--- src/rtl/decode_stage.sv ---
// LC-3 decode pipeline stage: registers the fetched instruction and next-PC and
// produces the execute, memory and writeback control words one cycle later.
module decode_stage #(
  parameter int IW = 16
) (
  input  logic          clock,
  input  logic          reset,
  input  logic          enable_decode,
  input  logic          flush,
  input  logic [IW-1:0] dout,
  input  logic [IW-1:0] npc_in,
  output logic [IW-1:0] IR,
  output logic [IW-1:0] npc_out,
  output logic [5:0]    E_Control,
  output logic          Mem_Control,
  output logic [1:0]    W_Control,
  output logic          decode_valid,
  output logic          illegal_op
);

  typedef enum logic [3:0] {
    OP_BR  = 4'b0000, OP_ADD = 4'b0001, OP_LD  = 4'b0010, OP_ST  = 4'b0011,
    OP_AND = 4'b0101, OP_LDR = 4'b0110, OP_STR = 4'b0111, OP_NOT = 4'b1001,
    OP_LDI = 4'b1010, OP_STI = 4'b1011, OP_JMP = 4'b1100, OP_LEA = 4'b1110
  } opcode_e;

  typedef struct packed {
    logic [1:0] alu;
    logic [1:0] pcsel1;
    logic       pcsel2;
    logic       op2;
  } e_ctrl_t;

  localparam logic [1:0] W_ALU = 2'b00;
  localparam logic [1:0] W_PC  = 2'b01;
  localparam logic [1:0] W_MEM = 2'b10;

  e_ctrl_t       e_d, e_q;
  logic [1:0]    w_d, w_q;
  logic          mem_d, mem_q;
  logic          ill_d, ill_q;
  logic          valid_q;
  logic [IW-1:0] ir_q, npc_q;

  // Pure decode of the incoming instruction; only consumed when capturing.
  always_comb begin
    // NOTE: every combinational output gets a default before the case so no
    // path through the block leaves a signal unassigned (which would infer a latch).
    e_d   = '0;
    w_d   = W_ALU;
    mem_d = 1'b0;
    ill_d = 1'b0;
    case (dout[15:12])
      OP_ADD: e_d = '{alu: 2'b00, pcsel1: 2'b00, pcsel2: 1'b0, op2: ~dout[5]};
      OP_AND: e_d = '{alu: 2'b01, pcsel1: 2'b00, pcsel2: 1'b0, op2: ~dout[5]};
      OP_NOT: e_d = '{alu: 2'b10, pcsel1: 2'b00, pcsel2: 1'b0, op2: 1'b1};
      OP_BR,
      OP_ST:  e_d = '{alu: 2'b00, pcsel1: 2'b01, pcsel2: 1'b1, op2: 1'b0};
      OP_JMP: e_d = '{alu: 2'b00, pcsel1: 2'b11, pcsel2: 1'b0, op2: 1'b0};
      OP_LD: begin
        e_d = '{alu: 2'b00, pcsel1: 2'b01, pcsel2: 1'b1, op2: 1'b0};
        w_d = W_MEM;
      end
      OP_LDR: begin
        e_d = '{alu: 2'b00, pcsel1: 2'b10, pcsel2: 1'b0, op2: 1'b0};
        w_d = W_MEM;
      end
      OP_STR: e_d = '{alu: 2'b00, pcsel1: 2'b10, pcsel2: 1'b0, op2: 1'b0};
      OP_LDI: begin
        e_d   = '{alu: 2'b00, pcsel1: 2'b01, pcsel2: 1'b1, op2: 1'b0};
        w_d   = W_MEM;
        mem_d = 1'b1;
      end
      OP_STI: begin
        e_d   = '{alu: 2'b00, pcsel1: 2'b01, pcsel2: 1'b1, op2: 1'b0};
        mem_d = 1'b1;
      end
      OP_LEA: begin
        e_d = '{alu: 2'b00, pcsel1: 2'b01, pcsel2: 1'b1, op2: 1'b0};
        w_d = W_PC;
      end
      default: ill_d = 1'b1;  // 0100, 1000, 1101, 1111
    endcase
  end

  // Reset and flush both leave a NOP in the stage and drop any capture.
  always_ff @(posedge clock) begin
    // NOTE: state registers use non-blocking assignments so every flop samples
    // the pre-edge values regardless of statement order.
    if (reset || flush) begin
      ir_q    <= '0;
      npc_q   <= '0;
      e_q     <= '0;
      w_q     <= W_ALU;
      mem_q   <= 1'b0;
      ill_q   <= 1'b0;
      valid_q <= 1'b0;
    end else if (enable_decode) begin
      ir_q    <= dout;
      npc_q   <= npc_in;
      e_q     <= e_d;
      w_q     <= w_d;
      mem_q   <= mem_d;
      ill_q   <= ill_d;
      valid_q <= 1'b1;
    end else begin
      valid_q <= 1'b0;
    end
  end

  assign IR           = ir_q;
  assign npc_out      = npc_q;
  assign E_Control    = e_q;
  assign Mem_Control  = mem_q;
  assign W_Control    = w_q;
  assign decode_valid = valid_q;
  assign illegal_op   = ill_q;

endmodule

--- config.mk ---
export PLATFORM = sky130hd
export DESIGN_NAME = decode_stage
export DESIGN_NICKNAME = d
export VERILOG_FILES = /design/src/rtl/decode_stage.sv
export SDC_FILE = /design/constraint.sdc
export NUM_CORES = 1
export LEC_CHECK = 0
export BUFFER_PORTS_ARGS = -buffer_cell sky130_fd_sc_hd__buf_2
export CORE_ASPECT_RATIO = 1.5
export CORE_MARGIN = 10
export CORE_UTILIZATION = 30
export DETAILED_ROUTE_END_ITERATION = 16
export PLACE_DENSITY_LB_ADDON = 0.15
export SLEW_MARGIN = 40
export SYNTH_ARGS = -nofsm -noshare
export SYNTH_HDL_FRONTEND = slang
export SYNTH_SLANG_ARGS = --single-unit
export TNS_END_PERCENT = 30
--- constraint.sdc ---
create_clock -name clock -period 0.94 [get_ports clock]
set_input_delay 0.094 -clock clock [delete_from_list [all_inputs] [get_ports clock]]
set_output_delay 0.094 -clock clock [all_outputs]
set_load 0.05 [all_outputs]
=== Word-level counts from Yosys, hierarchy flattened ===
Cells that the tools add are included.

* Word-level logic and storage cells: 34
* Bits in registers: 43
* Input bits: 36

* Reduce and logical (&&, ||, !) cells: 7
* Bitwise operators: 1
* Mux-type cells: 5
* Equal/unequal tests: 11

{| class="wikitable"
|+ Operator list
! operator !! count
|-
| 6-bit one-hot mux with 6 select lines || 1
|-
| 4-bit == test (second input constant) || 5
|-
| 4-bit by 3-bit == test with 1-bit output (second input constant) || 3
|-
| 12-bit OR reduction || 1
|-
| 4-bit by 2-bit == test with 1-bit output (second input constant) || 2
|-
| 6-bit OR reduction || 1
|-
| 4-bit by 1-bit == test with 1-bit output (second input constant) || 1
|-
| 4-bit logical NOT || 1
|-
| 2-bit one-hot mux with 2 select lines || 1
|-
| 2-bit OR reduction || 2
|-
| 1-bit 2-to-1 mux || 3
|-
| 3-bit OR reduction || 1
|-
| 1-bit logical OR || 1
|-
| 1-bit NOT || 1
|}

=== Logic depth before layout (Yosys ltp) ===
* Word-level depth: 3
* Gate-level depth with buffers: 4
* Depth with buffers taken out: 3

=== Worst setup path before layout ===
Ideal clock, no wire load.

* Kind: reg-to-reg
* Start: reg E_Control[3] (netlist name)
* End: reg e_q, in the netlist E_Control[3]
* Period minus slack after synthesis: 1,013 ps
* Path slack: -73 ps
* Cell stages (with the launch flop): 3
* Arrival: 928 ps
* Cells stage by stage: dfxtp_1 > mux2i_1 > a211oi_1

{| class="wikitable"
|+ RTL lines
! what !! line !! text
|-
| end signal: assignment || 93 || <nowiki>e_q <= '0;</nowiki>
|-
| end signal: assignment || 101 || <nowiki>e_q <= e_d;</nowiki>
|-
| end: declaration || 38 || <nowiki>e_ctrl_t e_d, e_q;</nowiki>
|}

=== Worst setup path after layout ===
* Start: reg e_q, in the netlist E_Control[3]
* End: out E_Control[3]

{| class="wikitable"
|+ RTL lines
! what !! line !! text
|-
| end: declaration || 14 || <nowiki>output logic [5:0] E_Control,</nowiki>
|}

No word-level cell between the ends.

==> results.py <==
metrics = {
    "run_status": {
        "status": "completed",
    },
    "drt": {
        "routed_wirelength_um": 4510,
        "detail-route-antenna-nets": 0,
        "vias": 1398,
        "avgRoutedWirePerCell_um": 14.5,
        "drt_iter0_drc": 65,
        "via_per_inst": 4.50,
        "drt_first_pass_iters": 4,
        "drc": 0,
    },
    "placed_design": {
        "gp_congestion": 0.712,
        "dpl-instance-area_mm2": 0.00214,
        "hpwlAfterDp_um": 3460,
        "io_buffers": 78,
    },
    "yosys": {
        "synthCells": 161,
        "ys_warn_count": 0,
        "yosysUniqueCellTypes": 27,
        "synthAdderAreaFrac": 0,
        "synth_top_family_by_area": "multiplexers",
        "synth_area_per_cell_um2": 10.3,
        "synth-simple-area-share": 0.155,
        "muxShareOfSynthArea": 0.199,
        "syn-num-nets": 197,
        "synth-seq-cells": 43,
        "synth_area_mm2": 0.00166,
        "synth_seq_area_share": 0.519,
        "synth_xor_area_frac": 0,
        "synth_compound_area_frac": 0.0679,
    },
    "timing": {
        "max_freq_ghz": 1.11,
        "setup_violations": 0,
        "slew_violations": 0,
        "fin_crit_sh": 0.960,
        "relSlewSlack": 0.842,
        "holdWs_ps": 34.1,
        "hold_viol_final": 0,
        "rsz0062_at_grt": "yes",
        "post-route-min-period_ps": 902,
        "fin_skew_ps": 0,
        "worstMarginPinSlew_ps": 235,
    },
    "hold_path": {
        "hp-class": "input pin to register",
    },
    "global_routing": {
        "grtUsageTotal": 0.102,
        "grt_pass1_wl_um": 7370,
        "grt-busiest-layer": "met2",
        "grt_overflow": 0,
        "grt_max_degree": 26,
        "grt_pass1_vias": 1504,
        "grt_util_met3": 0.0682,
        "grtUsageMet2": 0.167,
        "antenna_found_initial": 0,
        "grt_use_met1": 0.0997,
    },
    "floorplan": {
        "die_h_um": 111,
        "io_pins": 79,
        "rows": 33,
        "dieArea_mm2": 0.00897,
        "core_mm2": 0.00541,
        "die_x_um": 80.7,
        "initial_core_util": 0.307,
    },
    "cells_and_area": {
        "antenna_cells": 0,
        "final_util": 0.463,
        "nNetsFinal": 278,
        "area_growth_pct": 50.9,
        "fin_area_mm2": 0.00250,
        "layout-drive-gt1-share": 0.498,
    },
    "clock_network": {
        "cts_buffer_depth": 2,
        "cts_setup_buffers": 0,
        "numCtsBuffers": 5,
        "clock_sinks": 43,
        "cts_tree": "built",
        "clock_latency_ps": 290,
        "path_clk_slew_ps": 80,
        "cts-root-buf": "clkbuf_8",
        "htreeDepth": 2,
        "cts_hold_buf": 0,
        "cts_resized": 53,
    },
    "setup_path": {
        "slowest_stage": "dfxtp_2",
        "crit_arrival_ps": 810,
        "worst-path-max-fanout": 2,
        "rrSetupSlack_ps": 270,
        "worstSetupPathType": "register to output pin",
        "crit_buf_inv": 1,
        "crit_family": "flip-flops",
        "critPathCaptureType": "output pin",
        "crit_required_ps": 850,
        "cpPeakStageDelay_ps": 330,
        "path_cells": "buf_4",
        "crit_path_start_kind": "register",
    },
    "power_and_ir_drop": {
        "finalPower_w": 0.00367,
        "ir_drop_uv": 1160,
        "power_density_mw_per_mm2": 1470,
        "leakagePower_nw": 1.15,
    },
    "run": {
        "cap_viol_max_count": 0,
    },
}
## placed cells by master, fill, tap and decap left out, drive strengths merged, types with 3 or more instances in the layout
cell type  netlist  layout
clkbuf           2       6
a21oi            7       7
o21ai            4       4
nor2            34      34
buf              9      85
nand3            3       3
nor2b            3       3
dfxtp           43      43
mux2i           33      33
nand2b           6       6
## final cells by class
type	instances	area, um2
Fill cell	549	2910
Inverter	2	7.51
Clock buffer	6	72.6
Tap cell	70	87.6
Multi-Input combinational cell	105	701
Sequential cell	43	893
Timing Repair Buffer	85	742
## synth_stat cells (all sizes together)
| cell | n | area share |
|---|---|---|
| dfxtp | 43 | 0.52 |
| nor2 | 34 | 0.077 |
| mux2i | 33 | 0.20 |
| buf | 9 | 0.050 |
| a21oi | 7 | 0.021 |
| nand2b | 6 | 0.023 |
| o21ai | 4 | 0.012 |
| nand3 | 3 | 0.0090 |
| nor2b | 3 | 0.013 |
| a211oi | 2 | 0.012 |
| clkbuf | 2 | 0.0045 |
| inv | 2 | 0.0045 |
| nand2 | 2 | 0.0045 |
| o221a | 2 | 0.014 |
| a31oi | 1 | 0.0038 |
| and2 | 1 | 0.0038 |
| and2b | 1 | 0.0060 |
| and3 | 1 | 0.0038 |
| nand4 | 1 | 0.0038 |
| nand4b | 1 | 0.0053 |
| nor3 | 1 | 0.0030 |
| o2111ai | 1 | 0.0053 |
| or2 | 1 | 0.0038 |
## power breakdown
group | total (W) | internal, W | switching [W] | leakage, nW
Combinational | 0.000683 | 0.000287 | 0.000396 | 0.751
Clock | 0.00107 | 0.000496 | 0.000575 | 0.0371
Sequential | 0.00192 | 0.00188 | 0.0000372 | 0.362
Total | 0.00367 | 0.00267 | 0.00101 | 1.15
## per-layer routing
metal  share of wire  routed length, um
met4           0.010                 45
met5               0                  0
met2            0.50               2260
met3            0.13                602
met1            0.36               1600
## logic make-up (layout without fill, tap and decap cells)
group | after synthesis | in the layout
mux | 33 | 33
buf+inv | 13 | 93
flops | 43 | 43
simple gates | 55 | 55
compound gates | 17 | 17
## stage by stage
stage	cells	worst slack, ps	TNS, ps
2_1_floorplan	161	5.69	0
3_3_place_gp	305	62.8	0
3_5_place_dp	305	64.3	0
4_1_cts	311	1.36	0
5_1_grt	311	-2.52	-2.52
6_report	311	38.0	0
## final timing paths
check | start | endpoint | cells after the start
setup / recovery | E_Control[3] | E_Control[3] | 1
hold / removal | npc_in[4] | npc_out[4] | 3
setup reg to reg | E_Control[3] | E_Control[3] | 2
hold reg to reg | E_Control[0] | E_Control[0] | 2
## registers in the layout (all words and copies together), names as in the netlist
register      count
npc_out          16
IR               16
illegal_op        1
Mem_Control       1
decode_valid      1
W_Control         2
E_Control         6
No activity file was read; power rests on OpenSTA's default activity.
